--- src/rtl/mod_n_down_counter.sv ---
// Loadable countdown timer: start/abort/enable control, busy and done pulse.
// Define AUTO_RELOAD_EN for periodic mode (reloads the last start value).
module mod_n_down_counter #(
  parameter int N = 10
) (
  input  logic         clk,
  input  logic         rst,
  input  logic [N-1:0] load_val,
  input  logic         start,
  input  logic         en,
  input  logic         abort,
  output logic [N-1:0] count,
  output logic         busy,
  output logic         done
);

  localparam logic [0:0] IDLE = 1'b0;
  localparam logic [0:0] RUN  = 1'b1;

  localparam logic [N-1:0] ZERO = '0;
  localparam logic [N-1:0] ONE  = {{(N-1){1'b0}}, 1'b1};

  logic [0:0]   state_q, state_d;
  logic [N-1:0] count_q, count_d;
  logic         done_q, done_d;
  logic         zero_load;

`ifdef AUTO_RELOAD_EN
  logic [N-1:0] reload_q, reload_d;
`endif

  assign zero_load = (load_val == ZERO);

  always_comb begin
    state_d = state_q;
    count_d = count_q;
    done_d  = 1'b0;
`ifdef AUTO_RELOAD_EN
    reload_d = reload_q;
`endif
    unique case (state_q)
      IDLE: begin
        if (start) begin
          if (zero_load) begin
            done_d = 1'b1;
          end else begin
            count_d = load_val;
            state_d = RUN;
`ifdef AUTO_RELOAD_EN
            reload_d = load_val;
`endif
          end
        end
      end
      RUN: begin
        if (abort) begin
          count_d = ZERO;
          state_d = IDLE;
        end else if (start) begin
          if (zero_load) begin
            count_d = ZERO;
            done_d  = 1'b1;
            state_d = IDLE;
          end else begin
            count_d = load_val;
`ifdef AUTO_RELOAD_EN
            reload_d = load_val;
`endif
          end
        end else if (en) begin
          if (count_q == ONE) begin
            done_d = 1'b1;
`ifdef AUTO_RELOAD_EN
            count_d = reload_q;
`else
            count_d = ZERO;
            state_d = IDLE;
`endif
          end else begin
            count_d = count_q - ONE;
          end
        end
      end
      default: begin
        state_d = IDLE;
        count_d = ZERO;
      end
    endcase
  end

  always_ff @(posedge clk or posedge rst) begin
    if (rst) begin
      state_q <= IDLE;
      count_q <= ZERO;
      done_q  <= 1'b0;
    end else begin
      state_q <= state_d;
      count_q <= count_d;
      done_q  <= done_d;
    end
  end

`ifdef AUTO_RELOAD_EN
  always_ff @(posedge clk or posedge rst) begin
    if (rst) reload_q <= ZERO;
    else     reload_q <= reload_d;
  end
`endif

  assign count = count_q;
  assign busy  = (state_q == RUN);
  assign done  = done_q;

endmodule

--- config.mk ---
export PLATFORM = sky130hd
export DESIGN_NAME = mod_n_down_counter
export DESIGN_NICKNAME = d
export VERILOG_FILES = /design/src/rtl/mod_n_down_counter.sv
export SDC_FILE = /design/constraint.sdc
export NUM_CORES = 1
export LEC_CHECK = 0
export CAP_MARGIN = 20
export CORE_MARGIN = 3
export CORE_UTILIZATION = 30
export DETAILED_ROUTE_END_ITERATION = 8
export HOLD_SLACK_MARGIN = 0.1
export SETUP_SLACK_MARGIN = 0.2
export SYNTH_ARGS = -nofsm -noshare
export SYNTH_HDL_FRONTEND = slang
export SYNTH_SLANG_ARGS = --single-unit
--- constraint.sdc ---
create_clock -name clk -period 5.9 [get_ports clk]
set_clock_uncertainty 0.2 [all_clocks]
set_input_delay 1.77 -clock clk [delete_from_list [all_inputs] [get_ports clk]]
set_output_delay 1.77 -clock clk [all_outputs]
set_load 0.005 [all_outputs]
# Word-level counts from Yosys, hierarchy flattened
# Index checks and enable logic that the tools add are counted.
[word_totals] ff_bits=12 latch_bits=0 ram_bits=0 rom_bits=0 in_bits=15 output_inout_bits=12 wordCells=33 mem_count=0
[classes] addsub=1 multipliers=0 div_mod_pow=0 magnitude_cmp=0 n_eq_ne=4 shifts=0 n_mux=22 n_bitwise=1 n_reduce_logical=2
[op_table] cell="10-bit two-way mux" count=7
[op_table] cell="10-bit one-hot mux with 2 select lines" count=1
[op_table] cell="1-bit two-way mux" count=12
[op_table] cell="10-bit by 1-bit == test with 1-bit output (second input constant)" count=1
[op_table] cell="10-bit zero test" count=1
[op_table] cell="10-bit by 1-bit subtractor with 10-bit output (second input constant)" count=1
[op_table] cell="2-bit inequality test (second input constant)" count=2
[op_table] cell="4-bit inequality test (second input constant)" count=1
[op_table] cell="1-bit one-hot mux with 2 select lines" count=2
[op_table] cell="3-bit AND reduction" count=1
[op_table] cell="1-bit inverter" count=1

# Logic depth before layout (Yosys ltp)
# Gate-level depths: netlist of the first run.
[logic_depth] ltp_word=6 depth_mapped=7 mapped_depth_nobuf=6

# Worst setup path after synthesis of the first run
# Ideal clock, no wire load.
[synth_path] path_kind="input to register" start="in load_val[4]" end="reg count_q[0] (netlist: count[0])" setup_ns=0.079 t_arrival_ns=3.242 required_ns=5.621 setup_slack_ns=2.379 path_stages=5 n_path_buf=1 cell_sequence="or4_4 -> o41ai_4 -> and2_1 -> buf_6 -> mux2i_1"
[synth_between] elab_chain_cells=5 word_cells_on_any_way=7 cone_classes="eq/ne: 1; mux: 4; reduce/logical: 2"
[synth_lines] item="start: declaration" line="8" source="input logic [N-1:0] load_val,"
[synth_lines] item="10-bit zero test (*)" line="32" source="assign zero_load = (load_val == ZERO);"
[synth_lines] item="10-bit two-way mux" line="60" source="if (zero_load) begin"
[synth_lines] item="10-bit two-way mux" line="59" source="end else if (start) begin"
[synth_lines] item="10-bit two-way mux" line="56" source="if (abort) begin"
[synth_lines] item="10-bit one-hot mux with 2 select lines" line="41" source="unique case (state_q)"
[synth_lines] item="end signal: assignment" line="98" source="count_q <= count_d;"
[synth_lines] item="end: declaration" line="24" source="logic [N-1:0] count_q, count_d;"
# Mark *: on every way between the ends. The rest lies on a longest branch, timed or not.
# A chain may end at the register's enable or synchronous reset.

# Worst setup path in the final report of the first run
[layout_path] start="in start" end="reg count_q[2] (netlist: count[2])"
[layout_between] elab_chain_cells=3 word_cells_on_any_way=6 cone_classes="eq/ne: 2; mux: 3; reduce/logical: 1"
[layout_lines] item="start: declaration" line="9" source="input logic start,"
[layout_lines] item="10-bit two-way mux" line="59"
[layout_lines] item="10-bit two-way mux" line="56"
[layout_lines] item="10-bit one-hot mux with 2 select lines" line="41"
# Several ways; a longest one is shown, not always the timed one.

==> impl_metrics.json, run 1 <==
{
  "synth.distinct_cells": 34,
  "num_antenna_cells": 0,
  "synth_top_cell_by_area": "dfrtp_1",
  "drtAntennaViolNets": 0,
  "setup-violations-final": 0,
  "min_to": "count[4]",
  "fin_nets": 144,
  "globalplace.congestion": 0.864,
  "seqPwrFrac": 0.382,
  "drive_above_1_share": 0.0873,
  "holdBufCountCts": 0,
  "htree_levels": 1,
  "fin_crit_sh": 0.699,
  "antenna_found_initial": 0,
  "fmax_mhz": 242,
  "synth_compound_area_frac": 0.309,
  "netlist.area_leader.share": 0.344,
  "synth_xor_area_frac": 0,
  "slew_headroom": 0.306,
  "finalHoldViolCount": 0,
  "critPathLaunchType": "input pin",
  "fin_area_um2": 1180,
  "overflow": 0,
  "vias_per_cell": 5.90,
  "syn_area_um2": 873,
  "synth_most_common_cell": "inv_1",
  "core_um2": 2610,
  "drt_pass1_iterations": 4,
  "drtIter0Drc": 37,
  "yosys.area_share.simple": 0.205,
  "synthMuxAreaShare": 0.0229,
  "grt_use_total": 0.159,
  "num_rows": 18,
  "die-area_um2": 3590,
  "clkTransAtPathRegs_ps": 80,
  "post_cts_buffers": 0,
  "vdd_drop_max_v": 0.000106,
  "place_area_um2": 1140,
  "hp-class": "flop to flop",
  "cp-end-kind": "flop",
  "wl_per_cell_um": 16.0,
  "synthTopCellsByCount": "13 x inv_1, 12 x dfrtp_1, 10 x a22oi_1",
  "yosysSeqAreaShare": 0.344,
  "switchingPower_uw": 99.8,
  "synth_top_family_by_area": "compound AO/OA/AOI/OAI gates",
  "synthCells": 99,
  "syn_avg_cell_area_um2": 8.82,
  "cts_tree": "built",
  "tns_ps": 0,
  "num_vias": 921,
  "hold_path.startpoint": "count[4]",
  "tightest_slew_ps": 1040,
  "ys_warn_count": 0,
  "synth_nets": 116,
  "holdPathStages": 2,
  "combPwrFrac": 0.374,
  "placement.io_buffers": 26,
  "routed_wl_mm": 2.49,
  "ys_ff_latch": 12,
  "cts_made_buffers": 3,
  "power_density_nw_per_um2": 241,
  "r2r-start": "busy",
  "p_leak_uw": 0.000472,
  "clock_latency_ps": 290,
  "grt_pass1_wl_mm": 4.26,
  "grt_pass1_vias": 880,
  "die_x_um": 60.0,
  "rsz0062_at_grt": "no",
  "dp_hpwl_mm": 1.90,
  "drv_cap": 0,
  "initial_utilization": 0.334,
  "slew_viol_final": 0,
  "critPathArrivalTime_ps": 4130,
  "drc_errors": 0,
  "synthAdderAreaFrac": 0.0287,
  "yosys-top-cells-area": "dfrtp_1 34%, a22oi_1 8.6%, inv_1 5.6%, a32oi_1 5.0%, o22ai_1 5.0%",
  "die_h_um": 60.0,
  "worstSetupPathType": "input pin to flop",
  "internal_power_uw": 183,
  "synth_edf_count": 0,
  "p_clk_frac": 0.244,
  "cts_root_buffer": "clkbuf_4",
  "post_cts_resized": 0,
  "clkSinkCount": 12,
  "min_period_ps": 4130,
  "grt_max_degree": 14,
  "ios": 27,
  "ys_async_sr_fraction": 1.00,
  "crit_required_ps": 5910,
  "max-clock-path-buffers": 2,
  "rr_endpoint": "count[2]",
  "synth_ff_type": "dfrtp_1",
  "status": "completed",
  "area_growth_syn_to_layout_pct": 34.8,
  "swShare": 0.352,
  "reg2reg_depth": 4,
  "path_max_fanout": 13,
  "ff2ff_setup_slack_ps": 3320
}
-- per-layer routing --
metal	global-route usage	vias up	share of wire
li1	-	438	-
met1	0.220	425	0.44
met2	0.228	51	0.43
met3	0.0518	7	0.11
met4	0.0570	0	0.016
met5	0	-	0
-- area by class of cell --
type	count	area, µm²
Clock buffer	4	36.3
Fill cell	278	1440
Inverter	13	48.8
Multi-Input combinational cell	71	494
Sequential cell	12	300
Tap cell	30	37.5
Timing Repair Buffer	26	260
-- worst max-delay path by stage --
stage                startpoint       end  slack (ps)  cells after the start
floorplan           load_val[4]  count[0]        2380                      5
global placement          start  count[4]        1510                      5
detailed placement  load_val[4]  count[0]        1540                      5
CTS                       start  count[2]        1800                      5
global route              start  count[7]        1540                      5
finish                    start  count[2]        1770                      5
-- layout by cell type (no fill, tap or decap), drive strengths merged --
cell type and count:
inv 13, dfrtp 12, o21ai 2, o41ai 1, nand2 4, or3b 1, mux2i 2, clkdlybuf4s50 26
or3 2, nand4 1, a32oi 5, or2 2, a31oi 3, nor2 4, ha 2, o22ai 7
nor4 2, clkbuf 4, nor2b 1, or4 2, a22oi 10, and2 1, nor3 5, a21boi 1
a21oi 3, o311ai 1, nand2b 3, a22o 1, nand3 4, o211ai 1
-- critical path: stages --
cell             delay [ps]
clkdlybuf4s50_1         550
or3b_2                  570
a31oi_1                 780
a32oi_1                 250
o22ai_1                 210
-- power groups by stage --
stage / sequential (µW) / clock, µW / combinational (µW)
after floorplan: 107 / 0 / 59.3
after global placement: 110 / 0 / 105
after detailed placement: 110 / 0 / 105
after CTS: 108 / 69.3 / 106
after global routing: 110 / 76.1 / 118
final: 108 / 69.1 / 106
-- registers in the layout, summed over array words and instances, names as in the netlist --
| name | cells |
|---|---|
| busy | 1 |
| count | 10 |
| done | 1 |
-- metrics by stage --
stage          cells   util  hold WS, ps  setup slack (ps)  total power [µW]
3_5_place_dp     152  0.437          359              1540               215
5_1_grt          156  0.451          390              1540               304
6_report         156  0.451          368              1770               283
4_1_cts          156  0.451          372              1800               284
2_1_floorplan     99      -          340              2380               167
3_3_place_gp     152  0.437          359              1510               215
-- cell families after synthesis --
group	count (synthesis)
buffers and inverters	16
adders and majority gates	2
AOI/OAI and AO/OA	35
DFF	12
muxes	2
and+or+nand+nor	32
(Power assumes the default switching activity.)
==> run 2, diff against run 1 <==
Clock period 5.9 ns to 4.2 ns, I/O delays scaled along.
==> run 2 against run 1 <==
- register-to-register slack got worse by 1300 ps
- sequential power up 42%
- first-iteration DRC count is 11% lower
- critical path depth up 1
- largest power group unchanged
- count of clock-buffer cells in the layout is 1 lower
- core utilization about the same
- sequential share of layout area hardly changed
- setup slack worse by 960 ps
- routed wire length shrank 0.16%
==> impl_metrics.json, run 2 (synthesis results as in run 1) <==
{
  "status": "completed",
  "clkTransAtPathRegs_ps": 70,
  "dp_hpwl_mm": 1.87,
  "p_leak_uw": 0.000475,
  "grt_pass1_vias": 867,
  "multi_input_area_um2": 494,
  "cts_root_buffer": "clkbuf_4",
  "largest_register_ff_count": 10,
  "antenna_found_initial": 0,
  "placement.io_buffers": 26,
  "drtAntennaViolNets": 0,
  "combPwrFrac": 0.402,
  "holdBufCountCts": 0,
  "max-clock-path-buffers": 2,
  "drc_errors": 0,
  "final_cell_mix": "26 x clkdlybuf4s50_1, 13 x inv_1, 12 x dfrtp_1, 10 x a22oi_1, 7 x o22ai_1",
  "grt_max_degree": 14,
  "seqPwrFrac": 0.408,
  "path_max_fanout": 10,
  "num_antenna_cells": 0,
  "core_um2": 2610,
  "initial_utilization": 0.334,
  "rsz0062_at_grt": "no",
  "cts_tree": "built",
  "place_ws_ps": 541,
  "fmax_mhz": 296,
  "tns_ps": 0,
  "ios": 27,
  "power_density_nw_per_um2": 318,
  "drt_pass1_iterations": 4,
  "critPathArrivalTime_ps": 3380,
  "clock_latency_ps": 280,
  "p_clk_frac": 0.189,
  "post_cts_buffers": 0,
  "final-seq-area_um2": 300,
  "path_cells": "clkdlybuf4s50_1, or4_4, o41ai_4, buf_4, and2_1, mux2i_1",
  "crit_required_ps": 4200,
  "finalHoldViolCount": 0,
  "tightest_slew_ps": 929,
  "globalplace.congestion": 0.926,
  "num_vias": 941,
  "vdd_drop_max_v": 0.000176,
  "htree_levels": 1,
  "worst_slack_ps": 819,
  "drv_cap": 0,
  "fin_hold_ws_ps": 366,
  "fin_util": 0.451,
  "fin_nets": 146,
  "switchingPower_uw": 135,
  "swShare": 0.361,
  "routed_wl_mm": 2.49,
  "die_x_um": 60.0,
  "die-area_um2": 3590,
  "hp-class": "flop to flop",
  "die_h_um": 60.0,
  "slowest_stage": "or4_4",
  "nFillCells": 264,
  "vias_per_cell": 5.99,
  "grt_pass1_wl_mm": 4.00,
  "final_common_cell": "clkdlybuf4s50_1",
  "post_cts_resized": 0,
  "internal_power_uw": 239,
  "num_rows": 18,
  "drive_above_1_share": 0.0945,
  "cp-end-kind": "flop",
  "drtIter0Drc": 33,
  "slew_viol_final": 0,
  "area_growth_syn_to_layout_pct": 35.0,
  "grt_use_total": 0.146,
  "slowest_delay_ps": 540,
  "fin_crit_sh": 0.805,
  "clkSinkCount": 12,
  "setup-violations-final": 0,
  "worstSetupPathType": "input pin to flop",
  "critPathLaunchType": "input pin",
  "overflow": 0,
  "min_period_ps": 3380,
  "cts_made_buffers": 3,
  "slew_headroom": 0.376,
  "wl_per_cell_um": 15.9
}
## run 2: changes by cell type in the layout (fill, tap and decap cells not counted), sizes merged
| cell | change |
|---|---|
| clkbuf | -1 |
| buf | +2 |
## run 2: metal layers
metal,vias up,global-route usage,share of wire,wire [µm]
li1,440,-,-,-
met1,437,0.201,0.43,1070
met2,59,0.211,0.43,1070
met3,5,0.0410,0.12,306
met4,0,0.0633,0.018,44
met5,-,0,0,0
## run 2: area by class of cell
type / instances / area share
clock buffers: 3 / 0.0191
inverters: 13 / 0.0414
multi-input cells: 71 / 0.419
flip-flops and latches: 12 / 0.255
well taps: 30 / 0.0318
repair buffers: 28 / 0.234
## run 2: power groups by stage
| stage | logic [µW] | registers, µW | clock network, µW |
|---|---|---|---|
| floorplan | 83.4 | 151 | 0 |
| global placement | 150 | 154 | 0 |
| detailed placement | 149 | 155 | 0 |
| CTS | 150 | 153 | 72.2 |
| global route | 166 | 156 | 78.0 |
| finish | 151 | 153 | 70.9 |
## run 2: final timing paths
path | from | end | slack (ps) | cells past startpoint
setup / recovery | load_val[5] | count[0] | 820 | 6
hold / removal | count[4] | count[4] | 370 | 2
setup reg to reg | count[2] | count[4] | 1970 | 5
hold reg to reg | count[4] | count[4] | 370 | 2
max in group asynchronous | rst | count[3] | 2370 | 2
min in group asynchronous | rst | busy | 1100 | 2
## run 2: worst max-delay path: cells and delay by family
family	cells	cell delay, ps
simple gates	2	950
compound gates	1	290
mux	1	240
buf+inv	2	650
## run 2: stage by stage
stage          area (µm²)  total power [µW]  instances
5_1_grt              1180               400        157
4_1_cts              1180               375        157
3_5_place_dp         1160               304        154
2_1_floorplan         873               234         99
3_3_place_gp         1160               304        154
6_report             1180               375        157
==> run 3, diff against run 2 <==
Clock period 4.2 ns to 2.7 ns, I/O delays scaled along.
==> run 3 against run 2 <==
- setup slack got worse by 520 ps
- flip-flop and latch count unchanged
- cell count is 7.6% higher
- non-clock buffer count grew 12
- largest cell class unchanged
- routed wire length increased by 6.2%
==> impl_metrics.json, run 3 (synthesis results as in run 1) <==
{
  "status": "completed",
  "num_rows": 18,
  "min_period_ps": 2400,
  "die_x_um": 60.0,
  "fin_nets": 158,
  "tightest_slew_ps": 471,
  "routed_wl_mm": 2.65,
  "crit_required_ps": 2690,
  "final-seq-area_um2": 300,
  "grt_pass1_vias": 1005,
  "vdd_drop_max_v": 0.000313,
  "path_max_fanout": 8,
  "antenna_found_initial": 0,
  "rsz0062_at_grt": "no",
  "hp-class": "flop to flop",
  "drc_errors": 0,
  "drive_above_1_share": 0.194,
  "grt_pass1_wl_mm": 4.54,
  "fmax_mhz": 417,
  "vias_per_cell": 5.87,
  "cp-end-kind": "flop",
  "drtAntennaViolNets": 0,
  "largest_register_ff_count": 10,
  "critPathArrivalTime_ps": 2390,
  "clkTransAtPathRegs_ps": 70,
  "num_antenna_cells": 0,
  "worstSetupPathType": "input pin to flop",
  "max-clock-path-buffers": 2,
  "clkSinkCount": 12,
  "finalHoldViolCount": 0,
  "initial_utilization": 0.334,
  "ios": 27,
  "die-area_um2": 3590,
  "worst_slack_ps": 300,
  "grt_use_total": 0.167,
  "p_leak_uw": 0.000570,
  "power_density_nw_per_um2": 468,
  "layoutNonFillerInstCount": 169,
  "final_common_cell": "clkdlybuf4s50_1",
  "overflow": 0,
  "htree_levels": 1,
  "slew_headroom": 0.686,
  "fin_crit_sh": 0.889,
  "final_cell_mix": "18 x clkdlybuf4s50_1, 13 x inv_1, 12 x dfrtp_1, 12 x buf_4, 10 x a22oi_1",
  "multi_input_area_um2": 520,
  "drtIter0Drc": 58,
  "nFillCells": 268,
  "slew_viol_final": 0,
  "area_growth_syn_to_layout_pct": 49.3,
  "placedCellCount": 165,
  "placement.io_buffers": 26,
  "critPathLaunchType": "input pin",
  "num_vias": 992,
  "drv_cap": 0,
  "grt_max_degree": 14,
  "cts_tree": "built",
  "globalplace.congestion": 0.881,
  "core_um2": 2610,
  "wl_per_cell_um": 15.7,
  "drt_pass1_iterations": 4,
  "clock_latency_ps": 270,
  "p_total_uw": 611,
  "cts_made_buffers": 3,
  "die_h_um": 60.0,
  "cts_root_buffer": "clkbuf_4",
  "place_ws_ps": -246,
  "setup-violations-final": 0,
  "dp_hpwl_mm": 1.97
}
==> run 3: changes by cell type in the layout (fill, tap and decap cells not counted), sizes merged <==
cell           before  now
dlymetal6s2s        0    2
buf                 2   14
clkdlybuf4s50      26   18
dlygate4sd2         0    5
clkdlybuf4s15       0    1
==> run 3: area by class of cell <==
| cell class | instances | area share |
|---|---|---|
| clock buffer | 3 | 0.0173 |
| inverter | 13 | 0.0374 |
| multi-input combinational | 71 | 0.399 |
| sequential | 12 | 0.230 |
| tap | 30 | 0.0288 |
| timing repair buffer | 40 | 0.287 |
==> run 3: stage by stage <==
step	instance area (µm²)	util	TNS [ps]	hold WS [ps]
after global placement	1250	0.479	-1880	353
final	1300	0.499	0	359
after detailed placement	1250	0.479	-2220	353
after CTS	1270	0.487	0	365
after floorplan	873	-	0	340
after global routing	1300	0.499	0	398
==> run 3: worst paths after layout <==
| check | start | to | slack [ps] | depth (start not counted) |
|---|---|---|---|---|
| worst max-delay path | load_val[5] | count[0] | 300 | 6 |
| worst min-delay path | count[4] | count[4] | 360 | 2 |
| worst max register to register | count[1] | count[4] | 680 | 7 |
| worst min register to register | count[4] | count[4] | 360 | 2 |
| max in group asynchronous | rst | count[8] | 1320 | 2 |
| min in group asynchronous | rst | done | 660 | 2 |
==> run 3: power by group <==
part / total, µW / internal [µW] / switching [µW]
registers: 237 / 204 / 32.3
clock network: 108 / 51.5 / 56.2
logic: 266 / 137 / 129
==> run 3: worst max-delay path, stage by stage <==
cell and delay (ps):
dlygate4sd2_1 250, or4_4 500, o41ai_4 320, and2_4 210
buf_12 120, mux2i_1 180
==> run 3: what timing repair did <==
action,4_1_cts,5_1_grt
resized for setup,8,9
gates cloned,0,1
setup endpoints to repair,12,11
pin swaps,4,3
buffers inserted,0,0
hold buffers,0,0
==> run 3: per-layer routing <==
metal	share of wire	GRT usage
met1	0.43	0.218
met2	0.45	0.256
met3	0.098	0.0324
met4	0.020	0.0886
met5	0	0
